[src/rtl/math_divider_8bit_seq.sv]
// Sequential unsigned restoring divider: one quotient bit per clock, start/busy/done handshake,
// results held until the next completion. Divide-by-zero returns all-ones quotient and a as remainder.

module math_divider_step #(
   parameter int WIDTH = 8
) (
   input  logic [WIDTH:0]   rem_i,
   input  logic             msb_i,
   input  logic [WIDTH-1:0] divisor_i,
   output logic [WIDTH:0]   rem_o,
   output logic             qbit_o
);
   logic [WIDTH:0] shifted;
   logic [WIDTH:0] diff;

   // Extra remainder bit keeps the trial subtract from wrapping.
   always_comb begin
      shifted = (rem_i << 1) | {{WIDTH{1'b0}}, msb_i};
      diff    = shifted - {1'b0, divisor_i};
      qbit_o  = (shifted >= {1'b0, divisor_i});
      rem_o   = qbit_o ? diff : shifted;
   end
endmodule

module math_divider_8bit_seq #(
   parameter int WIDTH = 8
) (
   input  logic             clk,
   input  logic             rst_n,
   input  logic             start,
   input  logic [WIDTH-1:0] a,
   input  logic [WIDTH-1:0] b,
   output logic [WIDTH-1:0] divQuotient,
   output logic [WIDTH-1:0] divRemainder,
   output logic             busy,
   output logic             done,
   output logic             divByZero
);
   localparam int CW = $clog2(WIDTH + 1);

   localparam logic [1:0] S_IDLE = 2'b00;
   localparam logic [1:0] S_CALC = 2'b01;
   localparam logic [1:0] S_DONE = 2'b10;

   logic [1:0]       state_q, state_d;
   logic [WIDTH-1:0] dividend_q, dividend_d;
   logic [WIDTH-1:0] divisor_q, divisor_d;
   logic [WIDTH:0]   rem_q, rem_d;
   logic [CW-1:0]    cnt_q, cnt_d;
   logic [WIDTH-1:0] quot_res_q, quot_res_d;
   logic [WIDTH-1:0] rem_res_q, rem_res_d;
   logic             dbz_q, dbz_d;

   logic [WIDTH:0]   rem_nxt;
   logic             qbit;

   math_divider_step #(.WIDTH(WIDTH)) u_step (
      .rem_i     (rem_q),
      .msb_i     (dividend_q[WIDTH-1]),
      .divisor_i (divisor_q),
      .rem_o     (rem_nxt),
      .qbit_o    (qbit)
   );

   always_comb begin
      state_d    = state_q;
      dividend_d = dividend_q;
      divisor_d  = divisor_q;
      rem_d      = rem_q;
      cnt_d      = cnt_q;
      quot_res_d = quot_res_q;
      rem_res_d  = rem_res_q;
      dbz_d      = dbz_q;
      case (state_q)
         S_CALC: begin
            // Quotient bits fill the dividend register from the LSB as it empties out the MSB.
            dividend_d = {dividend_q[WIDTH-2:0], qbit};
            rem_d      = rem_nxt;
            cnt_d      = cnt_q - CW'(1);
            if (cnt_q == CW'(1)) begin
               state_d    = S_DONE;
               quot_res_d = {dividend_q[WIDTH-2:0], qbit};
               rem_res_d  = rem_nxt[WIDTH-1:0];
            end
         end
         default: begin
            // IDLE and DONE both accept a new request.
            if (start) begin
               dividend_d = a;
               divisor_d  = b;
               rem_d      = '0;
               cnt_d      = CW'(WIDTH);
               dbz_d      = 1'b0;
               if (b == '0) begin
                  state_d    = S_DONE;
                  quot_res_d = '1;
                  rem_res_d  = a;
                  dbz_d      = 1'b1;
               end else begin
                  state_d = S_CALC;
               end
            end else begin
               state_d = S_IDLE;
            end
         end
      endcase
   end

   always_ff @(posedge clk) begin
      if (!rst_n) begin
         state_q    <= S_IDLE;
         dividend_q <= '0;
         divisor_q  <= '0;
         rem_q      <= '0;
         cnt_q      <= '0;
         quot_res_q <= '0;
         rem_res_q  <= '0;
         dbz_q      <= 1'b0;
      end else begin
         state_q    <= state_d;
         dividend_q <= dividend_d;
         divisor_q  <= divisor_d;
         rem_q      <= rem_d;
         cnt_q      <= cnt_d;
         quot_res_q <= quot_res_d;
         rem_res_q  <= rem_res_d;
         dbz_q      <= dbz_d;
      end
   end

   assign divQuotient  = quot_res_q;
   assign divRemainder = rem_res_q;
   assign divByZero    = dbz_q;
   assign busy         = (state_q == S_CALC);
   assign done         = (state_q == S_DONE);
endmodule

[config.mk]
export PLATFORM = sky130hd
export DESIGN_NAME = math_divider_8bit_seq
export DESIGN_NICKNAME = d
export VERILOG_FILES = /design/src/rtl/math_divider_8bit_seq.sv
export SDC_FILE = /design/constraint.sdc
export NUM_CORES = 1
export LEC_CHECK = 0
export BUFFER_PORTS_ARGS = -buffer_cell sky130_fd_sc_hd__buf_2
export CAP_MARGIN = 20
export CORE_MARGIN = 3
export CORE_UTILIZATION = 50
export CTS_BUF_LIST = sky130_fd_sc_hd__clkbuf_4
export DETAILED_ROUTE_END_ITERATION = 8
export MAX_ROUTING_LAYER = met4
export PLACE_DENSITY = 0.79
export SLEW_MARGIN = 10
export SYNTH_ARGS = -nofsm -noshare
export SYNTH_HDL_FRONTEND = slang
export SYNTH_SLANG_ARGS = --single-unit
[constraint.sdc]
create_clock -name clk -period 2.2 [get_ports clk]
set_clock_uncertainty 0.1 [all_clocks]
set_input_delay 0.33 -clock clk [delete_from_list [all_inputs] [get_ports clk]]
set_output_delay 0.33 -clock clk [all_outputs]
set_load 0.01 [all_outputs]
==> results of run 1 <==
## final cells by class
| cell class | count | share of cell area |
|---|---|---|
| Clock buffer | 6 | 0.01563 |
| Clock inverter | 2 | 0.004340 |
| Timing Repair Buffer | 55 | 0.1155 |
| Inverter | 15 | 0.01953 |
| Sequential cell | 47 | 0.3268 |
| Tap cell | 65 | 0.02821 |
| Multi-Input combinational cell | 202 | 0.4900 |
## cell families after synthesis
logic type      after synthesis
compound gates               81
xor+xnor                      5
fa+ha+maj                    11
buf+inv                      36
flops                        47
mux                          11
simple gates                 94
## path summary, 6_finish.rpt
check                                  endpoint  depth (start not counted)             from
worst max-delay path            divRemainder[2]                          8     divisor_q[4]
worst min-delay path               divisor_q[4]                          3             b[4]
worst max register to register  divRemainder[2]                          8     divisor_q[4]
worst min register to register  divRemainder[1]                          2  divRemainder[1]
## layer usage
metal,part of all wire,vias up,global-route usage
li1,-,1089,-
met1,0.43,1031,0.2621
met2,0.50,55,0.3520
met3,0.056,6,0.04019
met4,0.0099,0,0.06884
met5,0,-,-
## what timing repair did
action                                  CTS  global route
gates resized for setup                   3             9
endpoints found under the setup margin    4             8
hold endpoints to repair                  0             0
pin swaps                                 1             3
## power groups by stage
stage	registers, W	logic [W]	clock network (W)
6_report	0.000950	0.000672	0.000420
5_1_grt	0.000958	0.000752	0.000470
4_1_cts	0.000949	0.000645	0.000432
3_5_place_dp	0.000968	0.000634	0
3_3_place_gp	0.000966	0.000624	0
2_1_floorplan	0.000959	0.000480	0
## flip-flops by register name, summed over array words and instances (netlist names)
register      count
rem_q             8
dividend_q        8
divisor_q         8
cnt_q             4
state_q           2
divRemainder      8
divByZero         1
divQuotient       8
## metrics by stage
stage                     cell area (um^2)    util
after floorplan                       2462       -
after global placement                2778  0.6086
after detailed placement              2778  0.6086
after CTS                             2844  0.6231
after global routing                  2883  0.6316
final                                 2883  0.6316
## synth_stat cells (10+ instances only)
library cell  number  share of area
nand3_1           13          0.026
clkbuf_1          11          0.017
inv_1             15          0.023
nand2_1           35          0.053
a21oi_1           13          0.026
dfxtp_1           47           0.38
nor2_1            15          0.023
mux2i_1           10          0.041
o21ai_0           14          0.028
ha_1              10          0.051
## critical path, stage by stage (launching register included)
cell and delay, ns:
dfxtp_1 0.35, inv_1 0.06, ha_1 0.31, a21oi_1 0.24
o221ai_2 0.14, a21o_4 0.26, buf_4 0.16, a211oi_2 0.22
o221a_1 0.20
==> metrics, run 1 <==
final total power=0.002041 W; fin cells=392; Slew Limit Fails=0; Compound-Gate Fraction of Synth Area=0.2480; max-cap violation count=0; Final Hold Violating Endpoints=0; GRT Resource Usage Total=0.2124; Seq pwr share=0.465; Clock Path Buffers=2; multi-input logic area=1413 um^2; ys async rst share=0; slew margin rel.=0.6034; initial antenna violation count=0; Die H=76.18 um; crit end category=flip-flop; commonest non-fill, non-tap cells in the layout=dfxtp_1, buf_2, nand2_1; Rows=24; synth warn=0; Root Driver=clkbuf_4; Post-Syn Instances=285; Synth Area in Adders=0.05894; DRC=0; initial drt markers=161; first-pass GRT wire length=9860 um; port bufs=37; CTS tree=yes; I/O pins=38; net load switching power=0.0006871 W; Place WS=-0.02817 ns; fin worst setup slack=0.1007 ns; CP Launch Type=flip-flop; Nets=356; WL per Instance=14.62 um; First-pass DRT Iterations=4; Core Footprint=4564 um^2; Via Count=2181; Switching Fraction=0.3366; Initial Util=0.5395; worst path arrival time=2.32 ns; RD Place Congestion=0.9141; critical path fanouts, max=10; Worst Hold Class=input pin to flip-flop; Tightest Pin Transition=0.5927 ns; Post-Synth Simple-Gate Area=0.1850; setup TNS=0 ns; Synth cell types=45; Syn Std Cell Area=2462 um^2; die area=5803 um^2; register area share after synthesis=0.3821; main combinational cell family by area after synthesis=compound AO/OA/AOI/OAI gates; Num CTS Buffers=5; Post-Synth XOR/XNOR Area=0.01778; logic gate share of total power=0.329; commonest non-fill, non-tap cell in the layout=dfxtp_1; vias in the first global route=2063; FF+latch area=942.2 um^2; filler instances=407; Final period util=0.9542; Routed WL=5732 um; clock group share of total power=0.206; mux cell area share after synthesis=0.04522; largest net degree at the start of global routing=28; Power Density=708.1 nW/um^2; RSZ-0062 raised after global routing=true; Die Span X=76.18 um; CP Class=flip-flop to flip-flop; crit path time final=2.099 ns; Int Power=0.001354 W; FF+latch count, synth=47; final setup fails=0; Post CTS Setup Buffer Count=0; DP Wirelength=4176 um; antenna diode count=0; syn nets=315; max frequency=476.4 MHz; # H-tree levels=2; Hold Buf Count CTS=0; clk sinks=47; Synth Flop Type=dfxtp_1; Worst Path Required=2.42 ns; hold_ws=0.1230 ns; Post-synth EDFFs=0; VDD IR max=0.4266 mV; Avg Vias per Cell=5.564; clk_lat worst skew=0.37 ns; clk slew on worst S/H paths=0.14 ns; Placed Instances=384; syn avg cell area=8.640 um^2; global route total overflow=0; post-route ant nets=0; share of cells above drive strength 1=0.2752; status=complete, no violations; area growth from synthesis to final layout=17.07%; P_leak=1.305 nW; flop2flop setup slack=0.10 ns
Note: power is estimated with default switching activity, not from simulation.
==> inputs of run 2 (changes only) <==
--- a/config.mk
+++ b/config.mk
@@ -5,6 +5,7 @@
 export SDC_FILE = /design/constraint.sdc
 export NUM_CORES = 1
 export LEC_CHECK = 0
+export ABC_AREA = 1
 export BUFFER_PORTS_ARGS = -buffer_cell sky130_fd_sc_hd__buf_2
 export CAP_MARGIN = 20
 export CORE_MARGIN = 3
==> metrics, run 2 <==
Slowest-stage cell, CP=ha_1 (was dfxtp_1); first-pass GRT wire length=10340 um (was 9860 um); Syn Std Cell Area=2616 um^2 (was 2462 um^2); hold path depth=3 (unchanged); crit-path cells=inv_1, ha_1, nand2_1, nand2_2, nand2_1, nand3_1, nor2_2, nand4_1, nand3_1, nand2_1, inv_1 (was inv_1, ha_1, a21oi_1, o221ai_2, a21o_4, buf_4, a211oi_2, o221a_1); WL per Instance=12.26 um (was 14.62 um); cell accounting for the most synthesized area=dfxtp_1 (unchanged); most common cell in the netlist=nand2_1 (was dfxtp_1); commonest non-fill, non-tap cell in the layout=nand2_1 (was dfxtp_1); Placed Instances=476 (was 384); CP Launch Type=flip-flop (unchanged); CP Class=flip-flop to flip-flop (unchanged); vias in the first global route=2348 (was 2063); clk slew on worst S/H paths=0.14 ns (about the same); reg2reg path depth=11 (was 8); CTS tree=yes (unchanged); post-route ant nets=0 (unchanged); Worst Path Required=2.42 ns (about the same); max-cap violation count=0 (unchanged); Post-synth EDFFs=0 (unchanged); RSZ-0062 raised after global routing=false (was true); top cells by count, synth=nand2_1, inv_1, dfxtp_1, a21oi_1, nand3_1 (was dfxtp_1, nand2_1, inv_1, nor2_1, o21ai_0); hold_ws=0.1144 ns (was 0.1230 ns); Power Density=729.4 nW/um^2 (was 708.1 nW/um^2); Root Driver=clkbuf_4 (unchanged); met3 usage in global routing=0.04014 (was 0.04019); clk_lat worst skew=0.37 ns (about the same); Post CTS Setup Buffer Count=0 (unchanged); Nets=446 (was 356); VDD IR max=0.4284 mV (was 0.4266 mV); met1 Usage GRT=0.2674 (was 0.2621); syn avg cell area=6.849 um^2 (was 8.640 um^2); register area share after synthesis=0.3596 (was 0.3821); routing usage on met2=0.3476 (was 0.3520); Hold Buf Count CTS=0 (unchanged); Via Count=2566 (was 2181); clk sinks=47 (unchanged); final setup fails=0 (unchanged); syn nets=412 (was 315); ys async rst share=0 (unchanged); slew margin rel.=0.5606 (was 0.6034); FF+latch count, synth=47 (unchanged); Synth Flop Type=dfxtp_1 (unchanged); Initial Util=0.5362 (was 0.5395); Synth cell types=33 (was 45); Worst Hold Class=input pin to flip-flop (unchanged); Routed WL=5936 um (was 5732 um); Die H=78.34 um (was 76.18 um); Final Hold Violating Endpoints=0 (unchanged); Die Span X=78.34 um (was 76.18 um); Post-Syn Instances=382 (was 285); First-pass DRT Iterations=5 (was 4); Area contributors post-synth=dfxtp_1, nand2_1, inv_1 (was dfxtp_1, nand2_1, ha_1); critical path fanouts, max=9 (was 10); Crit path largest cell delay=0.36 ns (was 0.35 ns); Tightest Pin Transition=0.6583 ns (was 0.5927 ns); die area=6136 um^2 (was 5803 um^2); Avg Vias per Cell=5.302 (was 5.564); Clock Path Buffers=2 (unchanged); commonest non-fill, non-tap cells in the layout=nand2_1, inv_1, dfxtp_1 (was dfxtp_1, buf_2, nand2_1); area growth from synthesis to final layout=10.33% (was 17.07%); share of cells above drive strength 1=0.1703 (was 0.2752); synth warn=0 (unchanged); P_leak=1.600 nW (was 1.305 nW); Rows=25 (was 24); antenna diode count=0 (unchanged); Final period util=0.8906 (was 0.9542); RD Place Congestion=0.9515 (was 0.9141); Core Footprint=4880 um^2 (was 4564 um^2); global route total overflow=0 (unchanged); I/O pins=38 (unchanged); fin cells=484 (was 392); setup TNS=0 ns (unchanged); Synth top area share=0.3596 (was 0.3821); largest net degree at the start of global routing=30 (was 28); max frequency=510.4 MHz (was 476.4 MHz); gr busiest metal=met2 (unchanged); cts repair resizes=0 (was 3); status=complete, no violations (unchanged); most used cell, CP=nand2_1; Num CTS Buffers=5 (unchanged); port bufs=37 (unchanged); initial antenna violation count=0 (unchanged); DRC=0 (unchanged); initial drt markers=330 (was 161); DP Wirelength=4410 um (was 4176 um); crit end category=flip-flop (unchanged); # H-tree levels=2 (unchanged); worst path arrival time=2.18 ns (was 2.32 ns); Slew Limit Fails=0 (unchanged); GRT Resource Usage Total=0.2151 (was 0.2124); crit path time final=1.959 ns (was 2.099 ns)
run 2: changes by cell type in the layout (fill, tap and decap cells not counted), sizes merged, moves of 8 or more:
cell,delta
a21boi,-8
a21oi,+29
buf,-14
inv,+55
mux2i,-10
nand2,+39
nand3,+21
nand4,+13
nor2,+14
nor2b,-8
o211a,-8
o21ai,+8
o221a,-9
or2,+8
run 2: per-layer routing:
layer	up-vias	share of wire	wire length, um
met1	1150	0.45	2664
met5	-	0	0
met3	23	0.057	339
li1	1299	-	-
met4	0	0.035	209
met2	94	0.46	2722
run 2: layout make-up:
type	count	area (um^2)
well taps	67	83.83
fillers	486	1993
clock buffers	5	37.54
inverters	70	262.8
multi-input cells	251	1329
clock inverters	3	17.52
flip-flops and latches	47	940.9
repair buffers	41	215.2
run 2: power breakdown:
group / internal [W] / leakage [nW] / total, W / switching (W)
Sequential: 0.000917 / 0.384 / 0.000958 / 0.0000410
Clock: 0.000124 / 0.0330 / 0.000414 / 0.000290
Combinational: 0.000259 / 1.18 / 0.000733 / 0.000474
Total: 0.00130 / 1.60 / 0.00211 / 0.000805
run 2: path summary, 6_finish.rpt:
| path | slack (ns) | from | endpoint |
|---|---|---|---|
| setup reg to reg | 0.24 | divisor_q[6] | rem_q[0] |
| setup / recovery | 0.24 | divisor_q[6] | rem_q[0] |
| hold reg to reg | 0.37 | divisor_q[2] | divisor_q[2] |
| hold / removal | 0.11 | b[0] | divisor_q[0] |
run 2: logic make-up (layout without fill, tap and decap cells):
kind of cell               Yosys count  after routing  share of synthesized area
adders and majority gates           11             11                    0.05548
buffers and inverters               84            119                     0.1325
xor gates and xnor gates             3              3                    0.01004
DFF                                 47             47                     0.3596
and+or+nand+nor                    163            163                     0.2965
AOI/OAI and AO/OA                   74             74                     0.1459
run 2: worst max-delay path: cells and delay by family (launching register included):
kind	cells	cell delay [ns]
and+or+nand+nor	8	1.03
adders and majority gates	1	0.36
DFF	1	0.33
buffers and inverters	2	0.11
run 2: metrics by stage:
stage	setup WS [ns]	power (W)	area, um^2	util
5_1_grt	0.1135	0.002258	2887	0.5915
3_3_place_gp	0.3498	0.001678	2831	0.5803
2_1_floorplan	0.5174	0.001536	2616	-
4_1_cts	0.2938	0.002106	2887	0.5915
3_5_place_dp	0.3243	0.001694	2831	0.5803
6_report	0.2406	0.002105	2887	0.5915
==> inputs of run 3 (changes only) <==
--- a/config.mk
+++ b/config.mk
@@ -13,7 +13,7 @@
 export CTS_BUF_LIST = sky130_fd_sc_hd__clkbuf_4
 export DETAILED_ROUTE_END_ITERATION = 8
 export MAX_ROUTING_LAYER = met4
-export PLACE_DENSITY = 0.79
+export PLACE_DENSITY = 0.76
 export SLEW_MARGIN = 10
 export SYNTH_ARGS = -nofsm -noshare
 export SYNTH_HDL_FRONTEND = slang
==> constraint.sdc (replaced) <==
create_clock -name clk -period 2.1 [get_ports clk]
set_clock_uncertainty 0.1 [all_clocks]
set_input_delay 0.315 -clock clk [delete_from_list [all_inputs] [get_ports clk]]
set_output_delay 0.315 -clock clk [all_outputs]
set_load 0.01 [all_outputs]
==> metrics, run 3 (synthesized netlist as in run 2, its figures left out) <==
status=complete, no violations (unchanged); Routed WL=6115 um (was 5936 um); max frequency=522.6 MHz (was 510.4 MHz); Tightest Pin Transition=0.4640 ns (was 0.6583 ns); Initial Util=0.5362 (unchanged); Die Span X=78.34 um (unchanged); Nets=447 (was 446); RD Place Congestion=0.9094 (was 0.9515); initial drt markers=188 (was 330); hold path depth=3 (unchanged); clk slew on worst S/H paths=0.13 ns (was 0.14 ns); I/O pins=38 (unchanged); Crit path largest cell delay=0.38 ns (was 0.36 ns); clk sinks=47 (unchanged); worst path arrival time=2.08 ns (was 2.18 ns); antenna diode count=0 (unchanged); share of cells above drive strength 1=0.1770 (was 0.1703); flop2flop setup slack=0.19 ns (was 0.24 ns); clk_lat worst skew=0.37 ns (about the same); critical path fanouts, max=9 (unchanged); P_leak=1.602 nW (was 1.600 nW); Root Driver=clkbuf_4 (unchanged); commonest non-fill, non-tap cells in the layout=nand2_1, inv_1, dfxtp_1 (unchanged); post-route ant nets=0 (unchanged); crit-path cells=inv_1, ha_1, nand2_2, inv_1, nand2_1, nand2_1, nand2_1, nand4_4, nand3_1, nand3_1, nand2_1, inv_1 (was inv_1, ha_1, nand2_1, nand2_2, nand2_1, nand3_1, nor2_2, nand4_1, nand3_1, nand2_1, inv_1); Num CTS Buffers=5 (unchanged); die area=6136 um^2 (unchanged); Worst path depth=12 (was 11); Worst Path Required=2.27 ns (was 2.42 ns); largest net degree at the start of global routing=30 (unchanged); Crit Reg-Reg Startpoint=divisor_q[3] (was divisor_q[6]); DRC=0 (unchanged); Final period util=0.9112 (was 0.8906); Die H=78.34 um (unchanged); crit end category=flip-flop (unchanged); vias in the first global route=2313 (was 2348); Via Count=2485 (was 2566); Slew Limit Fails=0 (unchanged); # H-tree levels=2 (unchanged); Power Density=762.3 nW/um^2 (was 729.4 nW/um^2); First-pass DRT Iterations=5 (unchanged); WL per Instance=12.61 um (was 12.26 um); slew margin rel.=0.6887 (was 0.5606); Core Footprint=4880 um^2 (unchanged); DP Wirelength=4546 um (was 4410 um); Final Hold Violating Endpoints=0 (unchanged); Rows=25 (unchanged); CP Launch Type=flip-flop (unchanged); most used cell, CP=nand2_1 (unchanged); initial antenna violation count=0 (unchanged); hold path endpoint=divisor_q[0] (unchanged); family with the most delay on the worst path=simple AND/OR/NAND/NOR gates (unchanged); reg2reg path depth=12 (was 11); VDD IR max=0.5655 mV (was 0.4284 mV); global route total overflow=0 (unchanged); port bufs=37 (unchanged); max-cap violation count=0 (unchanged); setup TNS=0 ns (unchanged); commonest non-fill, non-tap cell in the layout=nand2_1 (unchanged); critical path buffer and inverter count=3 (was 2); final total power=0.002210 W (was 0.002105 W); Worst Hold Class=input pin to flip-flop (unchanged); Clock Path Buffers=2 (unchanged); area growth from synthesis to final layout=10.81% (was 10.33%); CTS tree=yes (unchanged); CP Class=flip-flop to flip-flop (unchanged); Avg Vias per Cell=5.124 (was 5.302); Slowest-stage cell, CP=ha_1 (unchanged); GRT Resource Usage Total=0.2225 (was 0.2151); min-delay src=b[0] (unchanged); final setup fails=0 (unchanged); Critical R2R Capture=divRemainder[0] (was rem_q[0]); crit path time final=1.914 ns (was 1.959 ns); first-pass GRT wire length=10700 um (was 10340 um); RSZ-0062 raised after global routing=false (unchanged)
[run 3: cell count changes in the layout (fill, tap and decap cells not counted), sizes merged]
cell / previous run / this run
buf: 41 / 42
[run 3: worst max path at each step]
| stage | endpoint | slack (ns) | startpoint |
|---|---|---|---|
| finish | divRemainder[0] | 0.19 | divisor_q[3] |
| global route | divRemainder[1] | 0.01 | divisor_q[3] |
| CTS | divRemainder[4] | 0.17 | dividend_q[7] |
| detailed placement | divRemainder[4] | 0.21 | dividend_q[7] |
| global placement | divRemainder[4] | 0.25 | dividend_q[7] |
| floorplan | rem_q[4] | 0.42 | dividend_q[7] |
[run 3: layout make-up]
cell class                 instances  area, um^2
fill                             506        1981
multi-input combinational        251        1334
sequential                        47       940.9
inverter                          70       262.8
timing repair buffer              42       222.7
tap                               67       83.83
clock buffer                       5       37.54
clock inverter                     3       17.52
[run 3: metal layers]
layer | GRT usage | part of all wire
met2 | 0.3493 | 0.48
met5 | - | 0
met1 | 0.2912 | 0.47
met4 | 0.07867 | 0.015
met3 | 0.03670 | 0.037
[run 3: power by group]
group	switching, W	total (W)	internal (W)	leakage [nW]
sequential	0.0000426	0.00100	0.000961	0.384
clock	0.000304	0.000434	0.000130	0.0330
combinational	0.000496	0.000772	0.000276	1.19
[run 3: worst min-delay path: stages]
cell and delay (ns):
buf_2 0.09, nor2_1 0.04, nor2_1 0.08
[run 3: repair_timing]
action / CTS / global route
setup endpoints to repair: 0 / 3
setup buffers: 0 / 0
resized for setup: 0 / 2
hold buffers: 0 / 0
[run 3: per-stage QoR]
| stage | util | hold slack (ns) | area, um^2 | instances | setup WS, ns |
|---|---|---|---|---|---|
| finish | 0.5941 | 0.1014 | 2899 | 485 | 0.1865 |
| global route | 0.5941 | 0.1030 | 2899 | 485 | 0.01267 |
| CTS | 0.5931 | 0.08452 | 2894 | 485 | 0.1726 |
| detailed placement | 0.5818 | 0.3498 | 2839 | 477 | 0.2138 |
| global placement | 0.5818 | 0.3478 | 2839 | 477 | 0.2497 |
| floorplan | - | 0.3353 | 2616 | 382 | 0.4174 |
